--- config.mk ---
export PLATFORM = sky130hd
export DESIGN_NAME = lfsr_word_gen_flat
export DESIGN_NICKNAME = d
export VERILOG_FILES = /design/src/rtl/lfsr_pkg.sv /design/src/rtl/lfsr_word_gen_if.sv /design/src/rtl/lfsr_step.sv /design/src/rtl/lfsr_word_gen.sv /design/src/flat_wrapper.sv
export SDC_FILE = /design/constraint.sdc
export NUM_CORES = 1
export LEC_CHECK = 0
export BUFFER_PORTS_ARGS = -buffer_cell sky130_fd_sc_hd__buf_2
export CAP_MARGIN = 20
export CORE_ASPECT_RATIO = 1.1
export CORE_MARGIN = 8
export CORE_UTILIZATION = 48
export CTS_CLUSTER_DIAMETER = 120
export DETAILED_ROUTE_END_ITERATION = 8
export PLACE_DENSITY = 0.85
export SLEW_MARGIN = 20
export SYNTH_ARGS = -nofsm -noshare
export SYNTH_HDL_FRONTEND = slang
export SYNTH_SLANG_ARGS = --single-unit
export TNS_END_PERCENT = 10
--- constraint.sdc ---
create_clock -name p_clk_in -period 2.5 [get_ports p_clk_in]
set_clock_uncertainty 0.2 [all_clocks]
set_input_delay 0.125 -clock p_clk_in [delete_from_list [all_inputs] [get_ports p_clk_in]]
set_output_delay 0.125 -clock p_clk_in [all_outputs]
set_load 0.1 [all_outputs]
--- src/rtl/lfsr_pkg.sv ---
// Shared definitions for the LFSR word generator.
//   lfsr_state_e : FSM states (IDLE/FILL/HOLD)
//   MODE_*       : feedback structure selector
//   *_TAPS_* / *_POLY_* : known-good maximal-length feedback sets per width
package lfsr_pkg;

  typedef enum logic [1:0] {ST_IDLE, ST_FILL, ST_HOLD} lfsr_state_e;

  localparam int MODE_FIB = 0;
  localparam int MODE_GAL = 1;

  // Fibonacci: bit k set -> state[k] feeds the XOR.
  localparam logic [7:0]  FIB_TAPS_8  = 8'hB8;
  localparam logic [15:0] FIB_TAPS_16 = 16'hD008;
  localparam logic [25:0] FIB_TAPS_26 = 26'h20000C1;
  localparam logic [31:0] FIB_TAPS_32 = 32'h80200003;

  // Galois: low-order polynomial coefficients, x^WIDTH implied.
  localparam logic [7:0]  GAL_POLY_8  = 8'h1D;
  localparam logic [15:0] GAL_POLY_16 = 16'h002D;
  localparam logic [25:0] GAL_POLY_26 = 26'h0000183;
  localparam logic [31:0] GAL_POLY_32 = 32'h000000C5;

endpackage

--- src/rtl/lfsr_word_gen_if.sv ---
// Control/handshake bundle of lfsr_word_gen.
//   master : the generator (drives word/valid/status, takes control + ready)
//   slave  : the controller/consumer side
interface lfsr_word_gen_if #(
  parameter int WIDTH = 26,
  parameter int OUT_W = 8,
  parameter int CNT_W = 16
);
  logic             p_load;
  logic [WIDTH-1:0] p_din;
  logic             p_start;
  logic [CNT_W-1:0] p_run_len;
  logic             p_stop;
  logic [OUT_W-1:0] p_word;
  logic             p_valid;
  logic             p_ready;
  logic             p_busy;
  logic             p_done;
  logic             p_lock_err;
  logic [WIDTH-1:0] p_state;

  modport master (
    input  p_load, p_din, p_start, p_run_len, p_stop, p_ready,
    output p_word, p_valid, p_busy, p_done, p_lock_err, p_state
  );

  modport slave (
    output p_load, p_din, p_start, p_run_len, p_stop, p_ready,
    input  p_word, p_valid, p_busy, p_done, p_lock_err, p_state
  );
endinterface

--- src/rtl/lfsr_step.sv ---
// One LFSR step, purely combinational.
//   state   : current register value
//   next    : value after one shift
//   out_bit : serial output bit (MSB before the shift)
module lfsr_step
  import lfsr_pkg::*;
#(
  parameter int               WIDTH    = 26,
  parameter int               MODE     = MODE_FIB,
  parameter logic [WIDTH-1:0] FIB_TAPS = FIB_TAPS_26,
  parameter logic [WIDTH-1:0] GAL_POLY = GAL_POLY_26
) (
  input  logic [WIDTH-1:0] state,
  output logic [WIDTH-1:0] next,
  output logic             out_bit
);

  assign out_bit = state[WIDTH-1];

  generate
    if (MODE == MODE_GAL) begin : g_gal
      assign next = {state[WIDTH-2:0], 1'b0} ^ (state[WIDTH-1] ? GAL_POLY : '0);
    end else begin : g_fib
      assign next = {state[WIDTH-2:0], ^(state & FIB_TAPS)};
    end
  endgenerate

endmodule

--- src/rtl/lfsr_word_gen.sv ---
// Word-serialised LFSR pattern source.
// Packs OUT_W successive LFSR output bits (first bit in the MSB) into a word
// and offers it on a valid/ready handshake. Runs for p_run_len words, or
// free-runs (p_run_len=0) until p_stop lands on a word boundary.
//   p_clk_in, p_rst_n : clock, async active-low reset
//   bus (master)      : load/seed, start/run_len/stop, word/valid/ready,
//                       busy/done/lock_err status, raw state observation
module lfsr_word_gen
  import lfsr_pkg::*;
#(
  parameter int               WIDTH    = 26,
  parameter int               OUT_W    = 8,
  parameter int               MODE     = MODE_FIB,
  parameter logic [WIDTH-1:0] FIB_TAPS = FIB_TAPS_26,
  parameter logic [WIDTH-1:0] GAL_POLY = GAL_POLY_26,
  parameter logic [WIDTH-1:0] DEF_SEED = '1,
  parameter int               CNT_W    = 16
) (
  input logic             p_clk_in,
  input logic             p_rst_n,
  lfsr_word_gen_if.master bus
);

  localparam int BC_W = $clog2(OUT_W + 1);

  lfsr_state_e      fsm_q, fsm_d;
  logic [WIDTH-1:0] state_q, state_nxt;
  logic             out_bit;
  logic [BC_W-1:0]  bit_cnt_q;
  logic [CNT_W-1:0] word_cnt_q;
  logic [OUT_W-1:0] word_q;
  logic [OUT_W:0]   word_sh;
  logic             valid_q, done_q, lock_err_q, stop_pend_q;
  logic             last_bit, free_run, run_end, seed_zero;

  lfsr_step #(
    .WIDTH(WIDTH), .MODE(MODE), .FIB_TAPS(FIB_TAPS), .GAL_POLY(GAL_POLY)
  ) u_step (
    .state(state_q), .next(state_nxt), .out_bit(out_bit)
  );

  assign last_bit  = (bit_cnt_q == BC_W'(OUT_W - 1));
  // word_cnt holds the remaining count of a fixed run; a run started with
  // length 0 keeps it at 0 for its whole life, which marks free-run.
  assign free_run  = (word_cnt_q == '0);
  // A stop arriving in the handshake cycle itself is honoured too.
  assign run_end   = free_run ? (stop_pend_q | bus.p_stop)
                              : (word_cnt_q == CNT_W'(1));
  assign word_sh   = {word_q, out_bit};
  assign seed_zero = (bus.p_din == '0);

  always_comb begin
    fsm_d = fsm_q;
    case (fsm_q)
      ST_IDLE: if (bus.p_start) fsm_d = ST_FILL;
      ST_FILL: if (last_bit)    fsm_d = ST_HOLD;
      ST_HOLD: if (bus.p_ready) fsm_d = run_end ? ST_IDLE : ST_FILL;
      default:                  fsm_d = ST_IDLE;
    endcase
    if (bus.p_load) fsm_d = ST_IDLE;
  end

  always_ff @(posedge p_clk_in or negedge p_rst_n) begin
    if (!p_rst_n) fsm_q <= ST_IDLE;
    else          fsm_q <= fsm_d;
  end

  always_ff @(posedge p_clk_in or negedge p_rst_n) begin
    if (!p_rst_n) begin
      state_q     <= DEF_SEED;
      bit_cnt_q   <= '0;
      word_cnt_q  <= '0;
      word_q      <= '0;
      valid_q     <= 1'b0;
      done_q      <= 1'b0;
      lock_err_q  <= 1'b0;
      stop_pend_q <= 1'b0;
    end else begin
      done_q <= 1'b0;
      if (bus.p_load) begin
        // A zero seed would lock the register; substitute and flag it.
        state_q     <= seed_zero ? DEF_SEED : bus.p_din;
        if (seed_zero) lock_err_q <= 1'b1;
        bit_cnt_q   <= '0;
        word_cnt_q  <= '0;
        valid_q     <= 1'b0;
        stop_pend_q <= 1'b0;
      end else begin
        if (fsm_q != ST_IDLE && bus.p_stop) stop_pend_q <= 1'b1;
        case (fsm_q)
          ST_IDLE: begin
            if (bus.p_start) begin
              bit_cnt_q  <= '0;
              word_cnt_q <= bus.p_run_len;
            end
          end
          ST_FILL: begin
            state_q   <= state_nxt;
            word_q    <= word_sh[OUT_W-1:0];
            bit_cnt_q <= last_bit ? '0 : bit_cnt_q + 1'b1;
            if (last_bit) valid_q <= 1'b1;
          end
          ST_HOLD: begin
            if (bus.p_ready) begin
              valid_q <= 1'b0;
              if (!free_run) word_cnt_q <= word_cnt_q - 1'b1;
              if (run_end) begin
                done_q      <= 1'b1;
                stop_pend_q <= 1'b0;
              end
            end
          end
          default: ;
        endcase
      end
    end
  end

  assign bus.p_word     = word_q;
  assign bus.p_valid    = valid_q;
  assign bus.p_busy     = (fsm_q != ST_IDLE);
  assign bus.p_done     = done_q;
  assign bus.p_lock_err = lock_err_q;
  assign bus.p_state    = state_q;

endmodule

--- src/flat_wrapper.sv ---
// flat-port wrapper written by rule: the top's interface ports become plain ports
module lfsr_word_gen_flat import lfsr_pkg::*;
#(
  parameter int               WIDTH    = 26,
  parameter int               OUT_W    = 8,
  parameter int               MODE     = MODE_FIB,
  parameter logic [WIDTH-1:0] FIB_TAPS = FIB_TAPS_26,
  parameter logic [WIDTH-1:0] GAL_POLY = GAL_POLY_26,
  parameter logic [WIDTH-1:0] DEF_SEED = '1,
  parameter int               CNT_W    = 16
)
  (p_clk_in, p_rst_n, bus_p_load, bus_p_din, bus_p_start, bus_p_run_len, bus_p_stop, bus_p_ready, bus_p_word, bus_p_valid, bus_p_busy, bus_p_done, bus_p_lock_err, bus_p_state);
  lfsr_word_gen_if #(.WIDTH(WIDTH), .OUT_W(OUT_W), .CNT_W(CNT_W)) bus_i ();
  input logic p_clk_in;
  input logic p_rst_n;
  input wire logic [$bits(bus_i.p_load)-1:0] bus_p_load;
  input wire logic [$bits(bus_i.p_din)-1:0] bus_p_din;
  input wire logic [$bits(bus_i.p_start)-1:0] bus_p_start;
  input wire logic [$bits(bus_i.p_run_len)-1:0] bus_p_run_len;
  input wire logic [$bits(bus_i.p_stop)-1:0] bus_p_stop;
  input wire logic [$bits(bus_i.p_ready)-1:0] bus_p_ready;
  output wire logic [$bits(bus_i.p_word)-1:0] bus_p_word;
  output wire logic [$bits(bus_i.p_valid)-1:0] bus_p_valid;
  output wire logic [$bits(bus_i.p_busy)-1:0] bus_p_busy;
  output wire logic [$bits(bus_i.p_done)-1:0] bus_p_done;
  output wire logic [$bits(bus_i.p_lock_err)-1:0] bus_p_lock_err;
  output wire logic [$bits(bus_i.p_state)-1:0] bus_p_state;
  assign bus_i.p_load = bus_p_load;
  assign bus_i.p_din = bus_p_din;
  assign bus_i.p_start = bus_p_start;
  assign bus_i.p_run_len = bus_p_run_len;
  assign bus_i.p_stop = bus_p_stop;
  assign bus_i.p_ready = bus_p_ready;
  assign bus_p_word = bus_i.p_word;
  assign bus_p_valid = bus_i.p_valid;
  assign bus_p_busy = bus_i.p_busy;
  assign bus_p_done = bus_i.p_done;
  assign bus_p_lock_err = bus_i.p_lock_err;
  assign bus_p_state = bus_i.p_state;
  lfsr_word_gen #(.WIDTH(WIDTH), .OUT_W(OUT_W), .MODE(MODE), .FIB_TAPS(FIB_TAPS), .GAL_POLY(GAL_POLY), .DEF_SEED(DEF_SEED), .CNT_W(CNT_W)) u_core (.p_clk_in(p_clk_in), .p_rst_n(p_rst_n), .bus(bus_i));
endmodule
# [Yosys cells after proc, flatten, opt, wreduce, memory -nomap -nowiden]
# Cells that the tools add are included.
[word_totals] reg_bits=60 latchBits=0 mem_bits_rw=0 rom_bits=0 memories=0
[op_classes] add_sub_neg=2 n_mul=0 div=0 order_cmp=0 eq_ne=8 shift=0 muxes=32 bitwise=2 n_reduce_logical=16
[op_table] op="26-bit two-way mux" count=3
[op_table] op="16-bit two-way mux" count=4
[op_table] op="16-bit one-hot mux with 2 select lines" count=1
[op_table] op="26-bit logical NOT" count=1
[op_table] op="26-bit parity" count=1
[op_table] op="16-bit by 1-bit == test with 1-bit output (second input constant)" count=1
[op_table] op="16-bit logical NOT" count=1
[op_table] op="16-bit by 1-bit subtractor with 16-bit output (second input constant)" count=1
[op_table] op="1-bit two-way mux" count=14
[op_table] op="4-bit two-way mux" count=3
[op_table] op="3-bit != test (second input constant)" count=3
[op_table] op="3-bit nonzero test" count=3
[op_table] op="2-bit two-way mux" count=4
[op_table] op="4-bit one-hot mux with 2 select lines" count=1
[op_table] op="2-bit one-hot mux with 3 select lines" count=1
[op_table] op="2-bit AND reduction" count=3
[op_table] op="3-bit AND reduction" count=2
[op_table] op="4-bit by 1-bit adder with 4-bit output (second input constant)" count=1
[op_table] op="4-bit by 3-bit == test with 1-bit output (second input constant)" count=1
[op_table] op="4-bit AND reduction" count=1
[op_table] op="2-bit nonzero test" count=2
[op_table] op="3-bit by 2-bit != test with 1-bit output (second input constant)" count=1
[op_table] op="2-bit by 1-bit == test with 1-bit output (second input constant)" count=1
[op_table] op="2-bit == test (second input constant)" count=1
[op_table] op="5 further kinds" count=5

# [Longest topological paths before layout]
# Gate-level depths: netlist of run 1.
[depth] depth_word=7 depth_mapped=8 mapped_depth_nobuf=7

# [Cells and area by module]
# From an unflattened synthesis of run 1, not the netlist that was laid out.
[hier_totals] hier_cells=377 hier_area_um2=3549.7
[by_module_without_submodules] module="lfsr_word_gen" instances=1 cells_per_inst=348 area_each_um2=3328.2 seq_area_each_um2=1534.0
[by_module_without_submodules] module="lfsr_step" instances=1 cells_per_inst=29 area_each_um2=221.5 seq_area_each_um2=0.0

# [Worst setup path after synthesis of run 1]
# No wires, ideal clock.
[synth_timing] path_kind="flip-flop to flip-flop" from="register u_core.word_cnt_q[9]" to="register u_core.word_cnt_q[12]" setup_ps=134 t_arrival_ps=2058 t_required_ps=2166 path_slack_ps=109 stages_incl_launch_ff=8 n_path_buf=2 synth_period_minus_slack_ps=2391 path_cell_list="dfrtp_1 > or4_1 > buf_2 > or4_4 > nor3_2 > or2_2 > buf_6 > o22ai_1"
[synth_via] elab_chain_cells=5 elab_cells_between_ends=8 cone_classes="add/sub (1); eq/ne (1); mux (4); reduce/logical (2)"
[synth_lines] element="from (decl)" line_no="lfsr_word_gen.sv:30" rtl="logic [CNT_W-1:0] word_cnt_q;"
[synth_lines] element="from (signal assigned)" line_no="lfsr_word_gen.sv:94" rtl="word_cnt_q <= bus.p_run_len;"
[synth_lines] element="from (signal assigned)" line_no="lfsr_word_gen.sv:106" rtl="if (!free_run) word_cnt_q <= word_cnt_q - 1'b1;"
[synth_lines] element="16-bit by 1-bit subtractor with 16-bit output" line_no="lfsr_word_gen.sv:106"
[synth_lines] element="16-bit two-way mux" line_no="lfsr_word_gen.sv:106"
[synth_lines] element="16-bit two-way mux" line_no="lfsr_word_gen.sv:104" rtl="if (bus.p_ready) begin"
[synth_lines] element="16-bit one-hot mux with 2 select lines" line_no="lfsr_word_gen.sv:90" rtl="case (fsm_q)"
[synth_lines] element="16-bit two-way mux" line_no="lfsr_word_gen.sv:80" rtl="if (bus.p_load) begin"
# Several ways; a longest one is shown, not always the timed one. The select of a mux whose other input is x is not followed.
# A chain may end at the register's enable or synchronous reset.

# [Worst setup path after layout of run 1]
[layout_timing] from="register u_core.word_cnt_q[4]" to="register u_core.fsm_q[0]"
[layout_via] elab_chain_cells=6 elab_cells_between_ends=7 cone_classes="eq/ne (1); mux (5); reduce/logical (1)"
[layout_lines] element="16-bit by 1-bit == test with 1-bit output / 16-bit logical NOT (equally long branches)" line_no="lfsr_word_gen.sv:48, lfsr_word_gen.sv:45"
[layout_lines] element="1-bit two-way mux *" line_no="lfsr_word_gen.sv:47" rtl="assign run_end = free_run ? (stop_pend_q | bus.p_stop)"
[layout_lines] element="1-bit two-way mux *" line_no="lfsr_word_gen.sv:57" rtl="ST_HOLD: if (bus.p_ready) fsm_d = run_end ? ST_IDLE : ST_FILL;"
[layout_lines] element="2-bit two-way mux *" line_no="lfsr_word_gen.sv:57"
[layout_lines] element="2-bit one-hot mux with 3 select lines *" line_no="lfsr_word_gen.sv:54" rtl="case (fsm_q)"
[layout_lines] element="2-bit two-way mux *" line_no="lfsr_word_gen.sv:60" rtl="if (bus.p_load) fsm_d = ST_IDLE;"
[layout_lines] element="to (signal assigned)" line_no="lfsr_word_gen.sv:65" rtl="else fsm_q <= fsm_d;"
[layout_lines] element="to (decl)" line_no="lfsr_word_gen.sv:26" rtl="lfsr_state_e fsm_q, fsm_d;"
# Every way passes the cells marked *; elsewhere a longest branch is shown, timed or not. The select of a mux whose other input is x is not followed.

==> flow_metrics.tcl, run 1 <==
set metrics [dict create \
    drc 0 \
    synth_top_flop_cell "dfrtp_1" \
    synth-seq-area-share_pct 46.5 \
    fmax_mhz 432 \
    globalRouteOverflowTotal 0 \
    startpoint_type "flip-flop" \
    grt_pass1_wl_um 16500 \
    synth_common_cells "nand2_1 (54), dfrtp_1 (34), o21ai_0 (28)" \
    grt_pass1_vias 3307 \
    worstSetupPathType "flip-flop to flip-flop" \
    crit_fanout 7 \
    drt-pass1-iter-count 4 \
    fillers 464 \
    async_flop_share_pct 100 \
    cap_violations 0 \
    cts_tree "done" \
    hold_viol 0 \
    gr-usage-met3_pct 5.61 \
    status "finished, final reports clean" \
    slew_headroom_pct 60.1 \
    slew_viol_final 0 \
    rsz0062_at_grt "false" \
    use_met1_pct 25.3 \
    yosys_warnings 0 \
    start_util_pct 49.8 \
    worst_ir_drop_vdd_v 0.000670 \
    grt_use_total_pct 21.6 \
    wl_um 10200 \
    drive_gt1_share_pct 36.3 \
    yosys.area.top_type "dfrtp_1" \
    syn_area_um2 3300 \
    hold_slack_ns 0.0803 \
    ant_nets 0 \
    synthDominantCellAreaShare_pct 25.8 \
    grt_max_degree 61 \
    finalWorstPathRequiredPeriod_ns 2.31 \
    p_leak_nw 2.11 \
    hold_class "input pin to flip-flop" \
    reg2reg_to "u_core.fsm_q[0]$_DFFE_PN0P_" \
    path_clk_slew_ns 0.07 \
    vias_per_cell 5.72 \
    grt.met2_usage_pct 35.0 \
    htreeDepth 3 \
    synth_nets 394 \
    area_growth_pct 36.4 \
    synth.ff_latch_count 60 \
    worstSetupStartpoint "u_core.word_cnt_q[4]$_DFFE_PN0P_" \
    n_antenna_cell 0 \
    synth_top_cells_by_area "dfrtp_1 (26%), dfstp_2 (21%), mux2_2 (8.5%), nand2_1 (6.1%), mux2i_1 (6.1%)" \
    drtIter0Drc 217 \
    design.core.area_um2 6630 \
    worstPathRequired_ns 2.50 \
    synthCells 343 \
    tightest_slew_ns 0.592 \
    clk_latency_ns 0.34 \
    vias 3228 \
    grt.busiest_layer "met2" \
    pin_count 86 \
    powerDensity_nw_per_um2 1020 \
    timing.rr.start "u_core.word_cnt_q[4]$_DFFE_PN0P_" \
    syn_avg_cell_area_um2 9.63 \
    fp-row-count 31 \
    postCtsSetupBuffers 0 \
    finalSetupTns_ns 0 \
    rr_worst_depth 5 \
    cts_made_buffers 9 \
    die_area_um2 9790 \
    portBuffers 85 \
    wl_per_cell_um 18.0 \
    fin_crit_sh_pct 92.6 \
    cts.path.max_buffers 2 \
    nets 528 \
    dp_hpwl_um 6120 \
    clock-root-buffer "clkbuf_8" \
    synth_edf_count 0 \
    setup_violations 0 \
    clock-sinks 60 \
    cp.arrival_ns 2.31 \
    routabilityCongestion 0.825 \
    synth_cell_types 52 \
    fp.dieW_um 95.1 \
    yosysMostFrequentCell "nand2_1" \
    end_kind "flip-flop" \
    antenna_found_initial 0 \
    fp.dieH_um 103 \
    endpoint "u_core.fsm_q[0]$_DFFE_PN0P_" \
    reg2reg_slack_ns 0.19 \
]
==> registers in the layout (all words and copies together), names as in the netlist <==
signal,cells
u_core.bit_cnt_q,4
u_core.bus.p_done,1
u_core.bus.p_lock_err,1
u_core.bus.p_state,26
u_core.bus.p_valid,1
u_core.bus.p_word,8
u_core.fsm_q,2
u_core.stop_pend_q,1
u_core.word_cnt_q,16
==> metal layers <==
metal	wire length, um	share of wire [%]
met1	4090	40
met2	4950	49
met3	821	8.1
met4	314	3.1
met5	0	0
==> cells in the final DEF (no fill, tap or decap), drive strengths merged, types with 2 or more instances in the layout <==
master       instances
a21oi               13
a22oi                3
buf                101
clkbuf              10
clkinv               5
dfrtp               34
dfstp               26
dlygate4sd3         46
ha                   3
inv                  4
mux2                25
mux2i               20
nand2               54
nand2b               4
nor2                18
nor2b                5
nor3                14
nor3b                3
nor4                12
nor4b                3
o21ai               37
o22a                 7
o22ai                3
or2                  2
or3                  3
or3b                 2
or4                  4
==> worst min path at each step <==
stage / start / to / slack, ns / depth (start not counted)
3_3_place_gp: p_rst_n / u_core.bus.p_lock_err$_DFFE_PN0P_ / -0.04 / 2
5_1_grt: p_rst_n / u_core.word_cnt_q[8]$_DFFE_PN0P_ / 0.16 / 3
3_5_place_dp: p_rst_n / u_core.bus.p_lock_err$_DFFE_PN0P_ / -0.04 / 2
2_1_floorplan: p_rst_n / u_core.bit_cnt_q[0]$_DFFE_PN0P_ / -0.37 / 0
4_1_cts: bus_p_start / u_core.bit_cnt_q[0]$_DFFE_PN0P_ / 0.07 / 6
6_report: bus_p_start / u_core.bit_cnt_q[0]$_DFFE_PN0P_ / 0.08 / 6
==> repair_timing <==
| action | 4_1_cts | 5_1_grt |
|---|---|---|
| hold buffers | 46 | 0 |
| resized for setup | 0 | 1 |
| hold endpoints to repair | 106 | 0 |
| setup endpoints to repair | 0 | 8 |
==> cell type report <==
cell class / count / area (um^2) / share of cell area [%]
timing repair buffer: 147 / 1020 / 22.6
sequential: 60 / 1530 / 34.1
clock buffer: 10 / 128 / 2.83
tap: 82 / 103 / 2.28
clock inverter: 6 / 55.1 / 1.22
multi-input combinational: 255 / 1650 / 36.7
inverter: 4 / 15.0 / 0.333
==> kinds of logic after synthesis <==
| family | Yosys count | share of synthesized area, % |
|---|---|---|
| multiplexers | 45 | 14.6 |
| adder cells (fa/ha/maj) | 3 | 1.14 |
| buffers and inverters | 28 | 3.68 |
| flip-flops | 60 | 46.5 |
| XOR/XNOR | 2 | 0.531 |
| AO/OA/AOI/OAI | 76 | 14.0 |
| AND/OR/NAND/NOR | 129 | 19.6 |
==> stage by stage <==
step	instance area (um^2)	cells	utilization [%]	worst slack, ns	total power [mW]
floorplan	3300	343	-	0.109	3.24
global placement	3860	502	58.2	0.155	3.62
detailed placement	3860	502	58.2	0.109	3.67
CTS	4500	564	67.9	0.105	4.57
global route	4500	564	67.9	0.0507	4.81
finish	4500	564	67.9	0.186	4.60
==> where the power goes <==
part / total (mW) / internal (mW) / switching (mW)
registers: 1.42 / 1.24 / 0.187
logic: 2.34 / 0.603 / 1.73
clock network: 0.844 / 0.452 / 0.392
==> critical path: stages, from the launching register on <==
cell and delay [ns]:
dfrtp_1 0.45, or3_1 0.39, or3_1 0.34, or4_1 0.54
nor3_1 0.18, o21ai_1 0.08
Power figures use the tool's default switching activity.
==> inputs of run 2 (changes only) <==
CORE_MARGIN = 10   (was 8)
==> run 2 against run 1 <==
Compared with the run above:
- cell count increased by 0.18%
- register-to-register slack lost 0.07 ns
- first-iteration DRC count is 35% higher
- critical path depth is 2 higher
- total power grew 0.89%
- die area is 8.3% higher
- non-clock buffer count unchanged
- clock-buffer cell count rose by 5
- sequential share of layout area shrank 0.13 points
- fmax fell by 4.8%
- critical endpoint is now u_core.bus.p_state[12]$_DFFE_PN1P_
- largest cell class unchanged
==> flow_metrics.tcl, run 2 (synthesized netlist as in run 1, its figures left out) <==
set metrics [dict create \
    fin_crit_sh_pct 97.2 \
    vias_per_cell 5.84 \
    pin_count 86 \
    cap_violations 0 \
    routabilityCongestion 0.853 \
    tightest_slew_ns 0.656 \
    multiInputGateArea_um2 1660 \
    postCtsSetupBuffers 0 \
    pwr-share-comb_pct 50.8 \
    cts_made_buffers 9 \
    vias 3301 \
    setup_violations 0 \
    power.total_mw 4.64 \
    hold_class "input pin to asynchronous set/reset pin" \
    largest_reg_flops 26 \
    fp.dieW_um 99.1 \
    worstSetupPathType "input pin to flip-flop" \
    final_common_cell "buf_2" \
    fp-row-count 31 \
    drt-pass1-iter-count 4 \
    regArea_um2 1530 \
    max_stage_delay_ns 0.52 \
    hold_slack_ns 0.0217 \
    path_cells "dlygate4sd3_1 > buf_2 > nor4b_1 > and4_1 > nand4_1 > nand2_1 > o22a_1" \
    fp.dieH_um 107 \
    cts_tree "done" \
    grt_pass1_wl_um 17400 \
    antenna_found_initial 1 \
    p_leak_nw 2.11 \
    finalSetupTns_ns 0 \
    clock-sinks 60 \
    cp.arrival_ns 2.51 \
    path_clk_slew_ns 0.08 \
    ant_nets 0 \
    drive_gt1_share_pct 36.3 \
    grt_pass1_vias 3487 \
    finalWorstPathRequiredPeriod_ns 2.43 \
    end_kind "flip-flop" \
    clkPwrFrac_pct 18.4 \
    globalRouteOverflowTotal 0 \
    slew_headroom_pct 55.8 \
    clk_latency_ns 0.34 \
    pwr-share-seq_pct 30.8 \
    switching_share_pct 50.2 \
    fillers 478 \
    drc 0 \
    wl_per_cell_um 19.0 \
    rsz0062_at_grt "false" \
    design.core.area_um2 6630 \
    grt_use_total_pct 19.9 \
    cts.path.max_buffers 2 \
    fmax_mhz 411 \
    status "finished, final reports clean" \
    die_area_um2 10600 \
    clock-root-buffer "clkbuf_8" \
    crit_fanout 14 \
    grt_max_degree 49 \
    slew_viol_final 0 \
    startpoint_type "input pin" \
    power.internal_mw 2.31 \
    start_util_pct 49.8 \
    dp_hpwl_um 6620 \
    worstPathRequired_ns 2.58 \
    worst_ir_drop_vdd_v 0.000824 \
    final_cell_mix "buf_2 (85), nand2_1 (54), dlygate4sd3_1 (46), dfrtp_1 (34), o21ai_0 (28)" \
    wl_um 10700 \
    htreeDepth 3 \
    p_sw_mw 2.33 \
    area_growth_pct 36.9 \
    powerDensity_nw_per_um2 1030 \
    hold_viol 0 \
    drtIter0Drc 293 \
    portBuffers 85 \
    nets 528 \
    cpMaxStageDelayCell "dlygate4sd3_1" \
]
run 2: changes by cell type in the layout (fill, tap and decap cells not counted):
cell       change
nor4_1         -1
clkbuf_8       +4
clkbuf_1       +1
nor4_2         +1
clkinv_2       -4
diode_2        +1
bufinv_16      -1
run 2: power groups by stage:
stage | sequential (mW) | clock [mW] | combinational, mW
floorplan | 2.47 | 0 | 0.770
global placement | 1.41 | 0 | 2.22
detailed placement | 1.43 | 0 | 2.26
CTS | 1.41 | 0.850 | 2.32
global route | 1.46 | 0.910 | 2.47
finish | 1.43 | 0.854 | 2.36
run 2: final timing paths:
kind                                                   start  slack (ns)  cells past startpoint                            endpoint
setup / recovery                                  bus_p_load        0.07                      7  u_core.bus.p_state[12]$_DFFE_PN1P_
hold / removal                                       p_rst_n        0.02                      2   u_core.bus.p_lock_err$_DFFE_PN0P_
setup reg to reg           u_core.word_cnt_q[11]$_DFFE_PN0P_        0.12                      5    u_core.word_cnt_q[2]$_DFFE_PN0P_
hold reg to reg            u_core.bus.p_lock_err$_DFFE_PN0P_        0.28                      1   u_core.bus.p_lock_err$_DFFE_PN0P_
max in group asynchronous                            p_rst_n        1.47                      3  u_core.bus.p_state[24]$_DFFE_PN1P_
min in group p_clk_in                            bus_p_start        0.06                      6     u_core.bit_cnt_q[0]$_DFFE_PN0P_
run 2: critical path, delay by kind of cell:
family                 cells  cell delay (ns)
AND/OR/NAND/NOR            4             1.35
buffers and inverters      2             0.80
AO/OA/AOI/OAI              1             0.23
run 2: cell type report:
cell class                 count  share of cell area, %
multi-input combinational    255                   36.7
sequential                    60                   33.9
timing repair buffer         147                   22.5
clock buffer                  15                   4.12
tap                           82                   2.27
inverter                       4                  0.332
clock inverter                 1                  0.111
antenna                        1                 0.0553
run 2: what timing repair did:
| action | CTS | global route |
|---|---|---|
| resized for setup | 0 | 2 |
| hold buffers | 46 | 0 |
| setup endpoints to repair | 0 | 15 |
| hold endpoints to repair | 91 | 0 |
run 2: stage by stage:
stage	worst slack (ns)	std cells	util, %	cell area (um^2)
floorplan	0.109	343	-	3300
global placement	0.152	502	58.2	3860
detailed placement	0.0615	502	58.2	3860
CTS	0.0539	564	68.0	4510
global route	0.0141	565	68.2	4520
finish	0.0692	565	68.2	4520
run 2: routing by layer:
layer / vias up / GRT usage, % / routed length [um] / part of all wire [%]
li1: 1509 / - / - / -
met1: 1573 / 21.9 / 4060 / 38
met2: 185 / 33.6 / 5350 / 50
met3: 34 / 7.26 / 1010 / 9.4
met4: 0 / 8.91 / 312 / 2.9
met5: - / 0 / 0 / 0
==> inputs of run 3 (changes only) <==
CELL_PAD_IN_SITES_DETAIL_PLACEMENT = 0   (was unset)
CELL_PAD_IN_SITES_GLOBAL_PLACEMENT = 1   (was unset)
CORE_UTILIZATION = 36   (was 48)
GPL_ROUTABILITY_DRIVEN = 0   (was unset)
==> run 3 against run 2 <==
Compared with the run above:
- via count fell by 5.8%
- sequential share of layout area fell by 0.49 points
- clock-buffer cell count fell by 3
- register-to-register slack improved by 0.03 ns
- critical path depth fell by 2
- largest power group unchanged
- highest routed layer unchanged
==> flow_metrics.tcl, run 3 (synthesized netlist as in run 1, its figures left out) <==
set metrics [dict create \
    clock-sinks 60 \
    cp.arrival_ns 2.37 \
    area_growth_pct 39.0 \
    pwr-share-seq_pct 30.3 \
    fp.dieH_um 120 \
    p_sw_mw 2.28 \
    met2WireLength_um 4880 \
    finalSetupTns_ns 0 \
    cts.path.max_buffers 2 \
    finalWorstPathRequiredPeriod_ns 2.35 \
    fp.dieW_um 111 \
    pin_count 86 \
    final_common_cell "buf_2" \
    rsz0062_at_grt "false" \
    htreeDepth 3 \
    drt-pass1-iter-count 4 \
    slew_headroom_pct 56.6 \
    drtIter0Drc 128 \
    power.total_mw 4.68 \
    die_area_um2 13400 \
    grt_use_total_pct 14.5 \
    grt_pass1_wl_um 16200 \
    cts_made_buffers 9 \
    globalRouteOverflowTotal 0 \
    final_cell_mix "buf_2 (85), nand2_1 (54), dlygate4sd3_1 (46), dfrtp_1 (34), o21ai_0 (28)" \
    largest_reg_flops 26 \
    end_kind "flip-flop" \
    vias_per_cell 5.20 \
    setup_violations 0 \
    design.core.area_um2 8920 \
    start_util_pct 37.0 \
    startpoint_type "flip-flop" \
    p_leak_nw 2.13 \
    grt_pass1_vias 3252 \
    fin_crit_sh_pct 94.1 \
    vias 3111 \
    drive_gt1_share_pct 36.6 \
    drc 0 \
    worstPathRequired_ns 2.52 \
    hold_class "input pin to flip-flop" \
    slew_viol_final 0 \
    status "finished, final reports clean" \
    worstSetupPathType "flip-flop to flip-flop" \
    powerDensity_nw_per_um2 1020 \
    portBuffers 85 \
    cts_tree "done" \
    clock-root-buffer "clkbuf_8" \
    nets 530 \
    fmax_mhz 425 \
    dp_hpwl_um 6970 \
    worst_ir_drop_vdd_v 0.000759 \
    postCtsSetupBuffers 0 \
    grt_max_degree 32 \
    ant_nets 0 \
    hold_viol 0 \
    drt-met1-wl_um 4170 \
    tightest_slew_ns 0.645 \
    pwr-share-comb_pct 49.8 \
    top_layer_used "met4" \
    antenna_found_initial 0 \
    wl_met3_um 598 \
    n_antenna_cell 0 \
    clk_latency_ns 0.34 \
    wl_um 9750 \
    crit_fanout 15 \
    switching_share_pct 48.9 \
    cap_violations 0 \
    path_clk_slew_ns 0.07 \
    fp-row-count 36 \
    clkPwrFrac_pct 19.9 \
    wl_per_cell_um 16.3 \
    fillers 829 \
    power.internal_mw 2.39 \
]
==> run 3: final cells by class <==
| type | instances | area (um^2) | area share, % |
|---|---|---|---|
| Clock inverter | 4 | 45.0 | 0.982 |
| Clock buffer | 12 | 166 | 3.63 |
| Tap cell | 114 | 143 | 3.11 |
| Multi-Input combinational cell | 255 | 1650 | 36.0 |
| Timing Repair Buffer | 149 | 1030 | 22.5 |
| Inverter | 4 | 15.0 | 0.327 |
| Sequential cell | 60 | 1530 | 33.4 |
==> run 3: power groups by stage <==
| stage | clock network, mW | logic, mW | registers, mW |
|---|---|---|---|
| CTS | 0.954 | 2.34 | 1.42 |
| global placement | 0 | 2.25 | 1.42 |
| finish | 0.932 | 2.33 | 1.42 |
| global route | 1.00 | 2.46 | 1.45 |
| floorplan | 0 | 0.770 | 2.47 |
| detailed placement | 0 | 2.28 | 1.43 |
==> run 3: worst paths after layout <==
| path | startpoint | endpoint | slack (ns) | cells past startpoint |
|---|---|---|---|---|
| setup / recovery | u_core.word_cnt_q[11]$_DFFE_PN0P_ | u_core.word_cnt_q[0]$_DFFE_PN0P_ | 0.15 | 5 |
| hold / removal | bus_p_start | u_core.bit_cnt_q[0]$_DFFE_PN0P_ | 0.09 | 6 |
| setup reg to reg | u_core.word_cnt_q[11]$_DFFE_PN0P_ | u_core.word_cnt_q[0]$_DFFE_PN0P_ | 0.15 | 5 |
| hold reg to reg | u_core.bus.p_lock_err$_DFFE_PN0P_ | u_core.bus.p_lock_err$_DFFE_PN0P_ | 0.26 | 1 |
| max in group asynchronous | p_rst_n | u_core.bus.p_state[24]$_DFFE_PN1P_ | 1.28 | 3 |
| min in group asynchronous | p_rst_n | u_core.word_cnt_q[7]$_DFFE_PN0P_ | 0.10 | 2 |
==> run 3: per-layer routing <==
| metal | up-vias | track usage (%) |
|---|---|---|
| met5 | - | 0 |
| met4 | 0 | 4.98 |
| met3 | 10 | 4.50 |
| met2 | 101 | 23.9 |
| met1 | 1487 | 17.5 |
| li1 | 1513 | - |
==> run 3: metrics by stage <==
| step | cells | area, um^2 | utilization, % | setup WS, ns | hold WS [ns] |
|---|---|---|---|---|---|
| after floorplan | 343 | 3300 | - | 0.109 | -0.371 |
| after CTS | 598 | 4590 | 51.4 | 0.0679 | 0.0727 |
| final | 598 | 4590 | 51.4 | 0.148 | 0.0939 |
| after global routing | 598 | 4590 | 51.4 | 0.0259 | 0.159 |
| after global placement | 536 | 3910 | 43.9 | 0.130 | -0.0509 |
| after detailed placement | 536 | 3910 | 43.9 | 0.0862 | -0.0540 |
==> run 3: timing repair <==
item / 4_1_cts / 5_1_grt
gates resized for setup: 0 / 1
hold buffers: 46 / 0
endpoints found under the setup margin: 0 / 15
endpoints found under the hold margin: 67 / 0
==> run 3: worst max-delay path, cell delays in order (launching register included) <==
cell and delay [ns]:
dfrtp_1 0.41, or4_1 0.54, or4_4 0.48, nor3_2 0.23, or2_4 0.26, o22ai_1 0.12
